==> src/rtl/dma_reg_arbiter.sv <==
// Round-robin front end that funnels NUM_MASTERS requesters onto one register bus
// and routes pipelined read data back to the issuing master by ID.
module dma_reg_arbiter #(
  parameter int NUM_MASTERS = 4,
  parameter int DATA_W      = 32,
  parameter int ADDR_W      = 32,
  parameter int RD_LATENCY  = 1
) (
  input  logic                          clk,
  input  logic                          rst_n,
  input  logic [NUM_MASTERS-1:0]        m_req,
  input  logic [NUM_MASTERS-1:0]        m_we,
  input  logic [NUM_MASTERS*ADDR_W-1:0] m_addr,
  input  logic [NUM_MASTERS*DATA_W-1:0] m_wdata,
  output logic [NUM_MASTERS-1:0]        m_gnt,
  output logic [NUM_MASTERS-1:0]        m_rvalid,
  output logic [DATA_W-1:0]             m_rdata,
  output logic                          wr_en,
  output logic                          rd_en,
  output logic [ADDR_W-1:0]             addr,
  output logic [DATA_W-1:0]             wdata,
  input  logic [DATA_W-1:0]             rdata,
  output logic                          busy
);

  localparam int ID_W   = (NUM_MASTERS > 1) ? $clog2(NUM_MASTERS) : 1;
  localparam int STAGES = RD_LATENCY + 1;

  function automatic logic [NUM_MASTERS-1:0] id_onehot(input logic [ID_W-1:0] id);
    id_onehot     = '0;
    id_onehot[id] = 1'b1;
  endfunction

  logic [ID_W-1:0]   ptr;
  logic              gnt_vld;
  logic [ID_W-1:0]   gnt_id;
  logic [ID_W-1:0]   cand;
  int                idx;
  logic              rd_issue;
  logic [ADDR_W-1:0] sel_addr;
  logic [DATA_W-1:0] sel_wdata;

  logic [STAGES-1:0] tag_vld_p;
  logic [ID_W-1:0]   tag_id_p [STAGES];

  // Arbitration: first requester strictly after the last winner, wrapping.
  always_comb begin
    gnt_vld = 1'b0;
    gnt_id  = '0;
    cand    = '0;
    idx     = 0;
    for (int k = 1; k <= NUM_MASTERS; k++) begin
      idx  = (int'(ptr) + k) % NUM_MASTERS;
      cand = ID_W'(idx);
      if (!gnt_vld && m_req[cand]) begin
        gnt_vld = 1'b1;
        gnt_id  = cand;
      end
    end
  end

  assign m_gnt     = gnt_vld ? id_onehot(gnt_id) : '0;
  assign rd_issue  = gnt_vld && !m_we[gnt_id];
  assign sel_addr  = m_addr[int'(gnt_id)*ADDR_W +: ADDR_W];
  assign sel_wdata = m_wdata[int'(gnt_id)*DATA_W +: DATA_W];

  always_ff @(posedge clk or negedge rst_n) begin
    if (!rst_n) begin
      ptr <= ID_W'(NUM_MASTERS - 1);
    end else if (gnt_vld) begin
      ptr <= gnt_id;
    end
  end

  // Stage p0: registered bus command, one cycle after acceptance.
  always_ff @(posedge clk or negedge rst_n) begin
    if (!rst_n) begin
      wr_en <= 1'b0;
      rd_en <= 1'b0;
      addr  <= '0;
      wdata <= '0;
    end else begin
      wr_en <= gnt_vld && m_we[gnt_id];
      rd_en <= rd_issue;
      if (gnt_vld) begin
        addr  <= sel_addr;
        wdata <= m_we[gnt_id] ? sel_wdata : '0;
      end
    end
  end

  // Tag stages: stage 0 lines up with rd_en, last stage with valid slave rdata.
  always_ff @(posedge clk or negedge rst_n) begin
    if (!rst_n) begin
      tag_vld_p <= '0;
      for (int s = 0; s < STAGES; s++) tag_id_p[s] <= '0;
    end else begin
      tag_vld_p   <= {tag_vld_p[STAGES-2:0], rd_issue};
      tag_id_p[0] <= gnt_id;
      for (int s = 1; s < STAGES; s++) tag_id_p[s] <= tag_id_p[s-1];
    end
  end

  assign busy = |tag_vld_p;

  // Return stage: capture slave data and pulse the owner's rvalid.
  always_ff @(posedge clk or negedge rst_n) begin
    if (!rst_n) begin
      m_rvalid <= '0;
      m_rdata  <= '0;
    end else begin
      m_rvalid <= tag_vld_p[STAGES-1] ? id_onehot(tag_id_p[STAGES-1]) : '0;
      if (tag_vld_p[STAGES-1]) m_rdata <= rdata;
    end
  end

endmodule

==> config.mk <==
export PLATFORM = sky130hd
export DESIGN_NAME = dma_reg_arbiter
export DESIGN_NICKNAME = d
export VERILOG_FILES = /design/src/rtl/dma_reg_arbiter.sv
export SDC_FILE = /design/constraint.sdc
export NUM_CORES = 1
export LEC_CHECK = 0
export BUFFER_PORTS_ARGS = -buffer_cell sky130_fd_sc_hd__clkbuf_2
export CORE_AREA = 3 3 155 157
export CTS_BUF_LIST = sky130_fd_sc_hd__clkbuf_2
export CTS_CLUSTER_SIZE = 16
export DETAILED_ROUTE_END_ITERATION = 10
export DIE_AREA = 0 0 158 160
export SLEW_MARGIN = 20
export SYNTH_ARGS = -nofsm -noshare
export SYNTH_HDL_FRONTEND = slang
export SYNTH_SLANG_ARGS = --single-unit
==> constraint.sdc <==
create_clock -name clk -period 2.8 [get_ports clk]
set_input_delay 0 -clock clk [delete_from_list [all_inputs] [get_ports clk]]
set_output_delay 0 -clock clk [all_outputs]
set_load 0.005 [all_outputs]
==> impl_metrics.yaml, run 1 <==
run_status:
  outcome: "stopped before the end"
  haltStage: "4_1_cts"
  stop_error: "[ERROR RSZ-0060] Max buffer count reached."
clock_tree:
  ctsResizeCount: 2
  postCtsHoldBufs: 238
  cts.htree.levels: 3
  cts_made_buffers: 9
  postCtsSetupBuffers: 0
  clockBufferDepth: 2
  cts_root_buf: "clkbuf_2"
  cts.sinks: 109
synthesis:
  yosysUniqueCellTypes: 33
  post-synth-top-count-cell: "dfrtp_1"
  postSynthCellCount: 516
  yosysTopAreaCell: "dfrtp_1"
  synth.yosys.seq_area_share: 0.475
  synth_nets: 814
  synthTopCellsByCount: "dfrtp_1 (107), mux2i_1 (97), nand2_1 (35), a21oi_1 (34), mux2_2 (34)"
  ys_top_cells_by_area: "dfrtp_1 (47%), mux2i_1 (17%), mux2_2 (6.7%), o221ai_1 (4.9%), o2bb2ai_1 (4.9%)"
  ys_ff_latch: 109
  ys.warnings.count: 0
  avgSynthCellArea_um2: 11.1
  synth_top_area_share: 0.466
  synth_edf_count: 0
  async_flop_share: 1.00
  syn_area_um2: 5740
  synthFlopType: "dfrtp_1"
floorplan:
  start_util: 0.254
  die_h_um: 160
  core.rowCount: 55
  io_pins: 405
  die_x_um: 158
placement:
  gp_congestion: 0.823
  dp_hpwl_um: 16800
  io_buffers: 404
  dp_cells: 1170
## cell families after synthesis
kind of cell    count (synthesis)  share of synthesized area
simple gates                   87                     0.0776
compound gates                136                      0.170
flops                         109                      0.475
mux                           132                      0.238
buf+inv                        52                     0.0386
## metrics by stage
stage	worst slack, ns	instance area (um^2)
after floorplan	0.704	5740
after detailed placement	0.359	8090
after global placement	0.413	8090
==> run 2: changes to the inputs <==
--- a/config.mk
+++ b/config.mk
@@ -6,11 +6,10 @@
 export NUM_CORES = 1
 export LEC_CHECK = 0
 export BUFFER_PORTS_ARGS = -buffer_cell sky130_fd_sc_hd__clkbuf_2
-export CORE_AREA = 3 3 155 157
-export CTS_BUF_LIST = sky130_fd_sc_hd__clkbuf_2
-export CTS_CLUSTER_SIZE = 16
+export CORE_AREA = 3 3 156 158
 export DETAILED_ROUTE_END_ITERATION = 10
-export DIE_AREA = 0 0 158 160
+export DIE_AREA = 0 0 159 161
+export PLACE_DENSITY_LB_ADDON = 0.15
 export SLEW_MARGIN = 20
 export SYNTH_ARGS = -nofsm -noshare
 export SYNTH_HDL_FRONTEND = slang
==> impl_metrics.yaml, run 2 <==
power:
  cellPowerDensity_nw_per_um2: 783
  power.total_uw: 8000
  power_leakage_uw: 0.00513
  vdd.ir_drop.worst_mv: 0.437
global_route:
  grt_pass1_wl_um: 36900
  overflow: 0
  grt_max_degree: 74
  track_usage: 0.180
  grt_pass1_vias: 6899
  antenna_found_initial: 0
synthesis:
  ys_ff_latch: 109
  ys.warnings.count: 0
  avgSynthCellArea_um2: 11.1
  async_flop_share: 1.00
  post-synth-top-count-cell: "dfrtp_1"
  yosysTopAreaCell: "dfrtp_1"
  synth.yosys.seq_area_share: 0.475
  yosysUniqueCellTypes: 33
  synthTopCellsByCount: "dfrtp_1 (107), mux2i_1 (97), nand2_1 (35), a21oi_1 (34), mux2_2 (34)"
  synthFlopType: "dfrtp_1"
  synth_nets: 814
  ys_top_cells_by_area: "dfrtp_1 (47%), mux2i_1 (17%), mux2_2 (6.7%), o221ai_1 (4.9%), o2bb2ai_1 (4.9%)"
  synth_top_area_share: 0.466
  postSynthCellCount: 516
  synth_edf_count: 0
  syn_area_um2: 5740
timing:
  fmax_ghz: 0.377
  post-route-period-util: 0.948
  setup_viol: 0
  slew_violations: 0
  final.setup.tns_ns: 0
  fin_crit_ns: 2.65
  max_slew.worst_pin.slew_ns: 0.692
  finalHoldViolations: 0
  grt_setup_unrepaired: "false"
  max_slew_margin: 0.539
  skew_ns: 0.0106
critical_path:
  worst-path-max-fanout: 59
  worstSetupPathType: "reg -> reg"
  rrSetupSlack_ns: 0.15
  reg2reg_from: "ptr[1]"
  critPathRequiredTime_ns: 3.00
  r2r_end: "addr[29]"
  path_cells: "and3b_1 -> or3_1 -> nand2_2 -> inv_6 -> buf_16 -> mux2i_1 -> dlygate4sd3_1 -> a21oi_1"
  critPathLaunchType: "flop"
  crit_arrival_ns: 2.85
  crit_path_end_kind: "flop"
  critPathBufInv: 3
  r2r_cells: 8
  crit_family: "buffers and inverters"
  slowest_delay_ns: 0.60
  crit_slowest_cell: "dfstp_2"
cells_and_area:
  mostFrequentLayoutCell: "clkbuf_2"
  num-fill-cells: 2295
  layout_common_cells: "clkbuf_2 (403), dlygate4sd3_1 (179), dfrtp_1 (107)"
  num-nets-final: 1371
  multi_input_area_um2: 2800
  top_regs: "addr x32, m_rdata x32, wdata x32"
  syn_to_final_growth_pct: 77.8
  seqCellArea_um2: 2730
  drive_gt1_frac: 0.440
min_path:
  min_to: "wdata[15]"
  holdPathStages: 3
  hp-class: "in -> reg"
  hp-start: "m_wdata[15]"
clock_tree:
  clkTransAtPathRegs_ns: 0.08
  cts_made_buffers: 9
  cts.sinks: 109
  clk_latency_ns: 0.35
  cts.htree.levels: 3
  cts_tree: "built"
  cts_root_buf: "clkbuf_16"
  clockBufferDepth: 2
  postCtsSetupBuffers: 0
routing:
  antenna_left: 0
  top_layer: "met4"
  drtPass1Iterations: 4
  wl_per_cell_um: 16.9
  drc: 0
  routed_wirelength_um: 23600
  num_vias: 6440
  route.met2.wl_um: 11800
  initialDrtViolationCount: 234
  wl_met3_um: 1570
  viasPerCell: 4.61
  drt-met1-wl_um: 9560
flow_run:
  drv_cap: 0
floorplan:
  start_util: 0.247
  die_x_um: 159
  core-area_um2: 23300
  io_pins: 405
  core.rowCount: 56
  die_h_um: 161
  dieArea_um2: 25600
placement:
  gp_congestion: 0.793
  io_buffers: 404
  dp_hpwl_um: 16700
run_status:
  outcome: "finished clean"
run 2: cell counts after synthesis:
No cell type changed its count.
run 2: worst max-delay path by stage:
stage | from | endpoint | slack, ns | cells past startpoint
3_5_place_dp | ptr[0] | wdata[0] | 0.52 | 8
3_3_place_gp | ptr[0] | wdata[3] | 0.54 | 8
6_report | ptr[1] | addr[29] | 0.15 | 8
5_1_grt | ptr[1] | wdata[4] | 0.01 | 8
2_1_floorplan | ptr[0] | wdata[23] | 0.70 | 8
4_1_cts | ptr[1] | addr[30] | 0.12 | 8
run 2: final cells by class:
cell class | instances | area share
Sequential cell | 109 | 0.267
Antenna cell | 1 | 0.000245
Clock inverter | 7 | 0.00821
Timing Repair Buffer | 594 | 0.387
Clock buffer | 9 | 0.0221
Inverter | 4 | 0.00196
Tap cell | 319 | 0.0391
Multi-Input combinational cell | 355 | 0.274
run 2: tightest hold or removal path: cells and delay by family:
family | cells | cell delay (ns)
buf+inv | 1 | 0.07
compound gates | 1 | 0.17
mux | 1 | 0.08
run 2: per-stage QoR:
| step | cell area (um^2) | std cells | utilization | worst slack (ns) | hold WS (ns) |
|---|---|---|---|---|---|
| floorplan | 5740 | 516 | - | 0.704 | -0.296 |
| CTS | 10200 | 1397 | 0.439 | 0.116 | 0.00267 |
| global route | 10200 | 1397 | 0.439 | 0.0140 | 0.0261 |
| detailed placement | 8100 | 1202 | 0.348 | 0.524 | 0.00537 |
| finish | 10200 | 1398 | 0.439 | 0.146 | 0.0173 |
| global placement | 8100 | 1202 | 0.348 | 0.538 | 0.0124 |
run 2: cells by family (layout without fill, tap and decap cells):
family / Yosys count / in the layout / synth area share
other cells: 0 / 1 / 0
simple gates: 87 / 87 / 0.0776
buf+inv: 52 / 614 / 0.0386
flops: 109 / 109 / 0.475
compound gates: 136 / 136 / 0.170
mux: 132 / 132 / 0.238
run 2: repair_timing:
item                       in CTS  in global routing
setup endpoints to repair       0                  4
hold endpoints to repair      134                  0
gates resized for setup         0                  1
hold buffers                  179                  0
run 2: where the power goes:
| group | total [uW] | switching (uW) | internal (uW) |
|---|---|---|---|
| Clock | 1320 | 680 | 638 |
| Combinational | 3920 | 1850 | 2070 |
| Sequential | 2750 | 438 | 2310 |
| Total | 8000 | 2970 | 5020 |
run 2: layer usage:
metal	global-route usage	up-vias
met5	0	-
met4	0.0617	0
met3	0.0439	41
met2	0.318	291
met1	0.214	3022
li1	-	3086
(Power assumes the default switching activity.)
